$ cat src/rtl/tx_serializer_10b_if.sv
// tx_serializer_10b_if: symbol handshake between the 8b/10b encoder and the serializer.
//   sym_in    : 10-bit encoded symbol, bit 9 goes on the line first
//   sym_valid : sym_in is valid
//   sym_ready : serializer can take sym_in this cycle
interface tx_serializer_10b_if;
  logic [9:0] sym_in;
  logic sym_valid;
  logic sym_ready;
  modport master (output sym_in, sym_valid, input sym_ready);
  modport slave (input sym_in, sym_valid, output sym_ready);
endinterface

$ cat src/rtl/tx_serializer_10b.sv
// tx_serializer_10b: serializes 10-bit symbols MSB-first, inserts K28.5 idles and tracks running disparity.
//   clk, rst_n : clock (one serial bit per cycle), async active-low reset
//   en         : serializer enable
//   s          : symbol handshake (sym_in / sym_valid / sym_ready)
//   ser_out    : serial bit
//   sym_start  : ser_out carries bit 9 of a symbol
//   idle_ins   : ser_out carries bit 9 of an inserted idle
//   rd_out     : running disparity after the last loaded symbol (1 = RD+)
//   disp_err   : loaded data symbol had an unbalanced ones count
//   idle_cnt   : saturating count of inserted idles
module tx_serializer_10b #(
  parameter logic [9:0] IDLE_NEG = 10'b0011111010,
  parameter logic [9:0] IDLE_POS = 10'b1100000101,
  parameter int CNT_W = 16
) (
  input  logic clk,
  input  logic rst_n,
  input  logic en,
  tx_serializer_10b_if.slave s,
  output logic ser_out,
  output logic sym_start,
  output logic idle_ins,
  output logic rd_out,
  output logic disp_err,
  output logic [CNT_W-1:0] idle_cnt
);
  logic [9:0] shift_reg, hold_reg, ld_sym;
  logic [3:0] bit_cnt, ones;
  logic active, hold_full, rd, load, from_hold, accept, bypass, idle_ld;
  assign load = en & (~active | bit_cnt == 4'd9);
  assign from_hold = load & hold_full;
  assign s.sym_ready = ~hold_full | from_hold;
  assign accept = s.sym_valid & s.sym_ready;
  // an empty holding register lets sym_in go straight into the shifter
  assign bypass = load & ~hold_full & s.sym_valid;
  assign idle_ld = load & ~hold_full & ~s.sym_valid;
  assign ld_sym = hold_full ? hold_reg : s.sym_valid ? s.sym_in : rd ? IDLE_POS : IDLE_NEG;
  assign ones = 4'($countones(ld_sym));
  assign ser_out = shift_reg[9];
  assign rd_out = rd;
  always_ff @(posedge clk or negedge rst_n) begin
    if (!rst_n) begin
      shift_reg <= '0;
      bit_cnt <= '0;
      active <= 1'b0;
      hold_full <= 1'b0;
      hold_reg <= '0;
      rd <= 1'b0;
      sym_start <= 1'b0;
      idle_ins <= 1'b0;
      disp_err <= 1'b0;
      idle_cnt <= '0;
    end else begin
      sym_start <= load;
      idle_ins <= idle_ld;
      disp_err <= load & ~idle_ld & (ones < 4'd4 | ones > 4'd6);
      if (load) begin
        shift_reg <= ld_sym;
        bit_cnt <= 4'd0;
        active <= 1'b1;
        rd <= idle_ld ? ~rd : ones > 4'd5 ? 1'b1 : ones < 4'd5 ? 1'b0 : rd;
      end else if (active) begin
        // last bit shifted out without a reload leaves the line at 0
        shift_reg <= {shift_reg[8:0], 1'b0};
        bit_cnt <= bit_cnt == 4'd9 ? 4'd0 : bit_cnt + 4'd1;
        active <= bit_cnt != 4'd9;
      end
      if (accept & ~bypass) begin
        hold_reg <= s.sym_in;
        hold_full <= 1'b1;
      end else if (from_hold) begin
        hold_full <= 1'b0;
      end
      if (idle_ld & ~&idle_cnt) idle_cnt <= idle_cnt + 1'b1;
    end
  end
endmodule

$ cat src/flat_wrapper.sv
// flat-port wrapper written by rule: the top's interface ports become plain ports
module tx_serializer_10b_flat 
#(
  parameter logic [9:0] IDLE_NEG = 10'b0011111010,
  parameter logic [9:0] IDLE_POS = 10'b1100000101,
  parameter int CNT_W = 16
)
  (clk, rst_n, en, ser_out, sym_start, idle_ins, rd_out, disp_err, idle_cnt, s_sym_in, s_sym_valid, s_sym_ready);
  tx_serializer_10b_if s_i ();
  input  logic clk;
  input  logic rst_n;
  input  logic en;
  output logic ser_out;
  output logic sym_start;
  output logic idle_ins;
  output logic rd_out;
  output logic disp_err;
  output logic [CNT_W-1:0] idle_cnt;
  input wire logic [$bits(s_i.sym_in)-1:0] s_sym_in;
  input wire logic [$bits(s_i.sym_valid)-1:0] s_sym_valid;
  output wire logic [$bits(s_i.sym_ready)-1:0] s_sym_ready;
  assign s_i.sym_in = s_sym_in;
  assign s_i.sym_valid = s_sym_valid;
  assign s_sym_ready = s_i.sym_ready;
  tx_serializer_10b #(.IDLE_NEG(IDLE_NEG), .IDLE_POS(IDLE_POS), .CNT_W(CNT_W)) u_core (.clk(clk), .rst_n(rst_n), .en(en), .s(s_i), .ser_out(ser_out), .sym_start(sym_start), .idle_ins(idle_ins), .rd_out(rd_out), .disp_err(disp_err), .idle_cnt(idle_cnt));
endmodule
$ cat config.mk
export PLATFORM = sky130hd
export DESIGN_NAME = tx_serializer_10b_flat
export DESIGN_NICKNAME = d
export VERILOG_FILES = /design/src/rtl/tx_serializer_10b_if.sv /design/src/rtl/tx_serializer_10b.sv /design/src/flat_wrapper.sv
export SDC_FILE = /design/constraint.sdc
export NUM_CORES = 1
export LEC_CHECK = 0
export CORE_MARGIN = 5
export CORE_UTILIZATION = 55
export CTS_CLUSTER_SIZE = 40
export DETAILED_ROUTE_END_ITERATION = 12
export GPL_TIMING_DRIVEN = 0
export PLACE_DENSITY = 0.87
export RECOVER_POWER = 100
export SKIP_CTS_REPAIR_TIMING = 1
export SLEW_MARGIN = 10
export SYNTH_ARGS = -nofsm -noshare
export SYNTH_HDL_FRONTEND = slang
export SYNTH_SLANG_ARGS = --single-unit
$ cat constraint.sdc
create_clock -name clk -period 5.2 [get_ports clk]
set_clock_uncertainty 0.15 [all_clocks]
set_input_delay 0.78 -clock clk [delete_from_list [all_inputs] [get_ports clk]]
set_output_delay 0.78 -clock clk [all_outputs]
set_load 0.02 [all_outputs]
==> results.json <==
{
  "slew_violations": 30,
  "htreeDepth": 2,
  "first_pass_iters": 4,
  "finalHoldViolations": 0,
  "fin_util_pct": 66.0,
  "drt_wl_total_mm": 5.45,
  "crit_type": "input pin to register",
  "worstPathRequired_ps": 5280,
  "crit_arrival_ps": 4950,
  "chipHeight_um": 79.0,
  "synth-seq-cells": 46,
  "synthFlopType": "dfrtp_1",
  "largest_reg_flops": 16,
  "multi_input_area_mm2": 0.00131,
  "synth_cell_types": 42,
  "p_per_area_mw_per_mm2": 699,
  "reg2reg_slack_ps": 460,
  "yosys_warnings": 0,
  "place_area_mm2": 0.00304,
  "cts_root_buffer": "clkbuf_8",
  "grt_max_degree": 30,
  "relSlewSlack_pct": -2.49,
  "final_common_cell": "dfrtp_1",
  "rsz0062_at_grt": "no",
  "synth_compound_gate_area_share_pct": 11.2,
  "worst_pin_slew_ps": 1540,
  "grt_remaining_overflow": 0,
  "grt_pass1_vias": 2015,
  "clockBufferDepth": 2,
  "synth_xor_area_share_pct": 4.35,
  "antenna_cells": 0,
  "synthArstFlopShare_pct": 100,
  "fillers": 367,
  "synth_enable_flop_cells": 0,
  "cp_max_fo": 4,
  "post-route-drc-count": 0,
  "finalCritPeriodShare_pct": 93.6,
  "ir_worst_vdd_uv": 547,
  "hp-class": "register to register",
  "ios": 36,
  "syn_area_mm2": 0.00262,
  "cts_made_buffers": 5,
  "max_freq_mhz": 205,
  "area_growth_pct": 17.7,
  "core-area_mm2": 0.00466,
  "ant_nets": 0,
  "r2r_start": "u_core.rd_out$_DFFE_PN0P_",
  "fin_area_mm2": 0.00308,
  "die_w_um": 79.0,
  "place.gp.congestion": 0.863,
  "tritoncts": "yes",
  "crit_top_cell": "fa_1",
  "startpoint_type": "input pin",
  "ys_seq_area_share_pct": 44.0,
  "r2r_end": "u_core.rd_out$_DFFE_PN0P_",
  "ff2ff_path_depth": 12,
  "synth.avg_cell_area_um2": 10.5,
  "tns_ps": 0,
  "crit_end": "u_core.rd_out$_DFFE_PN0P_",
  "startpoint": "s_sym_in[6]",
  "final_cells": 347,
  "port_buffers": 34,
  "critical-path-slowest-cell": "fa_1",
  "final.min_clock_period_ps": 4870,
  "end_kind": "register",
  "slowest_delay_ps": 560,
  "setup-violations-final": 0,
  "clkTransAtPathRegs_ps": 80,
  "detailed_place_hpwl_mm": 4.10,
  "fin_nets": 320,
  "clock_latency_ps": 310,
  "muxShareOfSynthArea_pct": 9.90,
  "die_area_mm2": 0.00623,
  "grt_use_total_pct": 19.6,
  "rows": 25,
  "antenna_found_initial": 0,
  "grt_pass1_wl_mm": 9.54,
  "post_drt_via_cell_ratio": 5.70,
  "cts.sinks": 46,
  "maxCapViolations": 1,
  "drive_gt1_share_pct": 9.90,
  "via_count": 1979,
  "status": "finished, violations left",
  "final-seq-area_mm2": 0.00115,
  "wl_per_cell_um": 15.7,
  "worstPathCellList": "clkdlybuf4s50_1 -> a21oi_1 -> o21ai_0 -> ha_1 -> inv_1 -> fa_1 -> fa_1 -> fa_1 -> fa_1 -> or4bb_1 -> a211oi_1 -> o21bai_1",
  "violations": "capacitance limit, slew limit",
  "synthAdderAreaFrac_pct": 8.42,
  "place_inst": 339,
  "leakagePower_nw": 1.44,
  "most-common-layout-cells": "dfrtp_1 (46), nand2_1 (23), dlygate4sd3_1 (23)",
  "initial_core_util_pct": 56.1,
  "synth_nets": 278,
  "synth_cells": 250,
  "yosys.area_share.simple_pct": 17.7,
  "drtIter0Drc": 122,
  "synth_top_family_by_area": "simple AND/OR/NAND/NOR gates"
}
-- power by group --
part | switching (mW) | internal, mW | total (mW)
clock network | 0.122 | 0.107 | 0.229
logic | 0.739 | 0.673 | 1.41
registers | 0.0632 | 0.450 | 0.513
total | 0.924 | 1.23 | 2.15
-- logic make-up after synthesis --
family | Yosys count
AOI/OAI and AO/OA | 44
xor gates and xnor gates | 13
adders and majority gates | 14
buffers and inverters | 29
DFF | 46
muxes | 23
and+or+nand+nor | 81
-- worst max-delay path: cells and delay by family --
family | cells | cell delay [ps]
compound gates | 4 | 860
fa+ha+maj | 5 | 2280
buf+inv | 2 | 550
simple gates | 1 | 500
-- worst min path at each step --
stage                                            to  slack [ps]  depth (start not counted)                       startpoint
global route        u_core.shift_reg[9]$_DFFE_PN0P_         370                          2  u_core.shift_reg[9]$_DFFE_PN0P_
CTS                  u_core.hold_reg[2]$_DFFE_PN0P_         260                          1                            rst_n
global placement    u_core.shift_reg[1]$_DFFE_PN0P_         320                          2  u_core.shift_reg[1]$_DFFE_PN0P_
finish              u_core.shift_reg[7]$_DFFE_PN0P_         340                          2  u_core.shift_reg[7]$_DFFE_PN0P_
detailed placement  u_core.shift_reg[7]$_DFFE_PN0P_         330                          2  u_core.shift_reg[7]$_DFFE_PN0P_
floorplan           u_core.shift_reg[7]$_DFFE_PN0P_         300                          2  u_core.shift_reg[7]$_DFFE_PN0P_
-- per-layer routing --
layer	routed length (µm)	global-route usage, %	up-vias
met5	0	0	-
met4	92	7.04	0
met3	244	5.33	10
met2	2660	31.2	48
met1	2450	25.9	962
li1	-	-	959
-- through the flow --
step | hold WS [ps] | total power, mW | worst slack (ps)
finish | 341 | 2.15 | 333
global placement | 319 | 1.82 | 133
CTS | 261 | 2.18 | 411
floorplan | 299 | 1.60 | 481
detailed placement | 327 | 1.94 | 114
global route | 371 | 2.39 | 90.7
-- cells in the mapped netlist, types with 4 or more instances --
cell / count / area share (%)
a21oi_1: 5 / 0.96
and2_1: 8 / 1.9
buf_2: 5 / 0.96
clkbuf_1: 4 / 0.57
dfrtp_1: 46 / 44
fa_1: 6 / 4.6
ha_1: 8 / 3.8
inv_1: 19 / 2.7
mux2_2: 13 / 5.6
mux2i_1: 9 / 3.4
nand2_1: 23 / 3.3
nand2b_1: 9 / 2.2
nand3_1: 6 / 1.1
nor2_1: 8 / 1.1
nor3_1: 8 / 1.5
nor4_1: 4 / 0.96
o21ai_0: 20 / 3.8
o31a_1: 4 / 1.3
xor2_1: 10 / 3.3
-- final cells by class --
| cell class | count | area share [%] |
|---|---|---|
| plain buffers | 9 | 1.26 |
| clock buffers | 6 | 2.68 |
| clock inverters | 2 | 0.407 |
| inverters | 20 | 2.44 |
| multi-input cells | 175 | 42.6 |
| flip-flops and latches | 46 | 37.4 |
| well taps | 54 | 2.20 |
| repair buffers | 35 | 11.0 |
(Power assumes the default switching activity.)
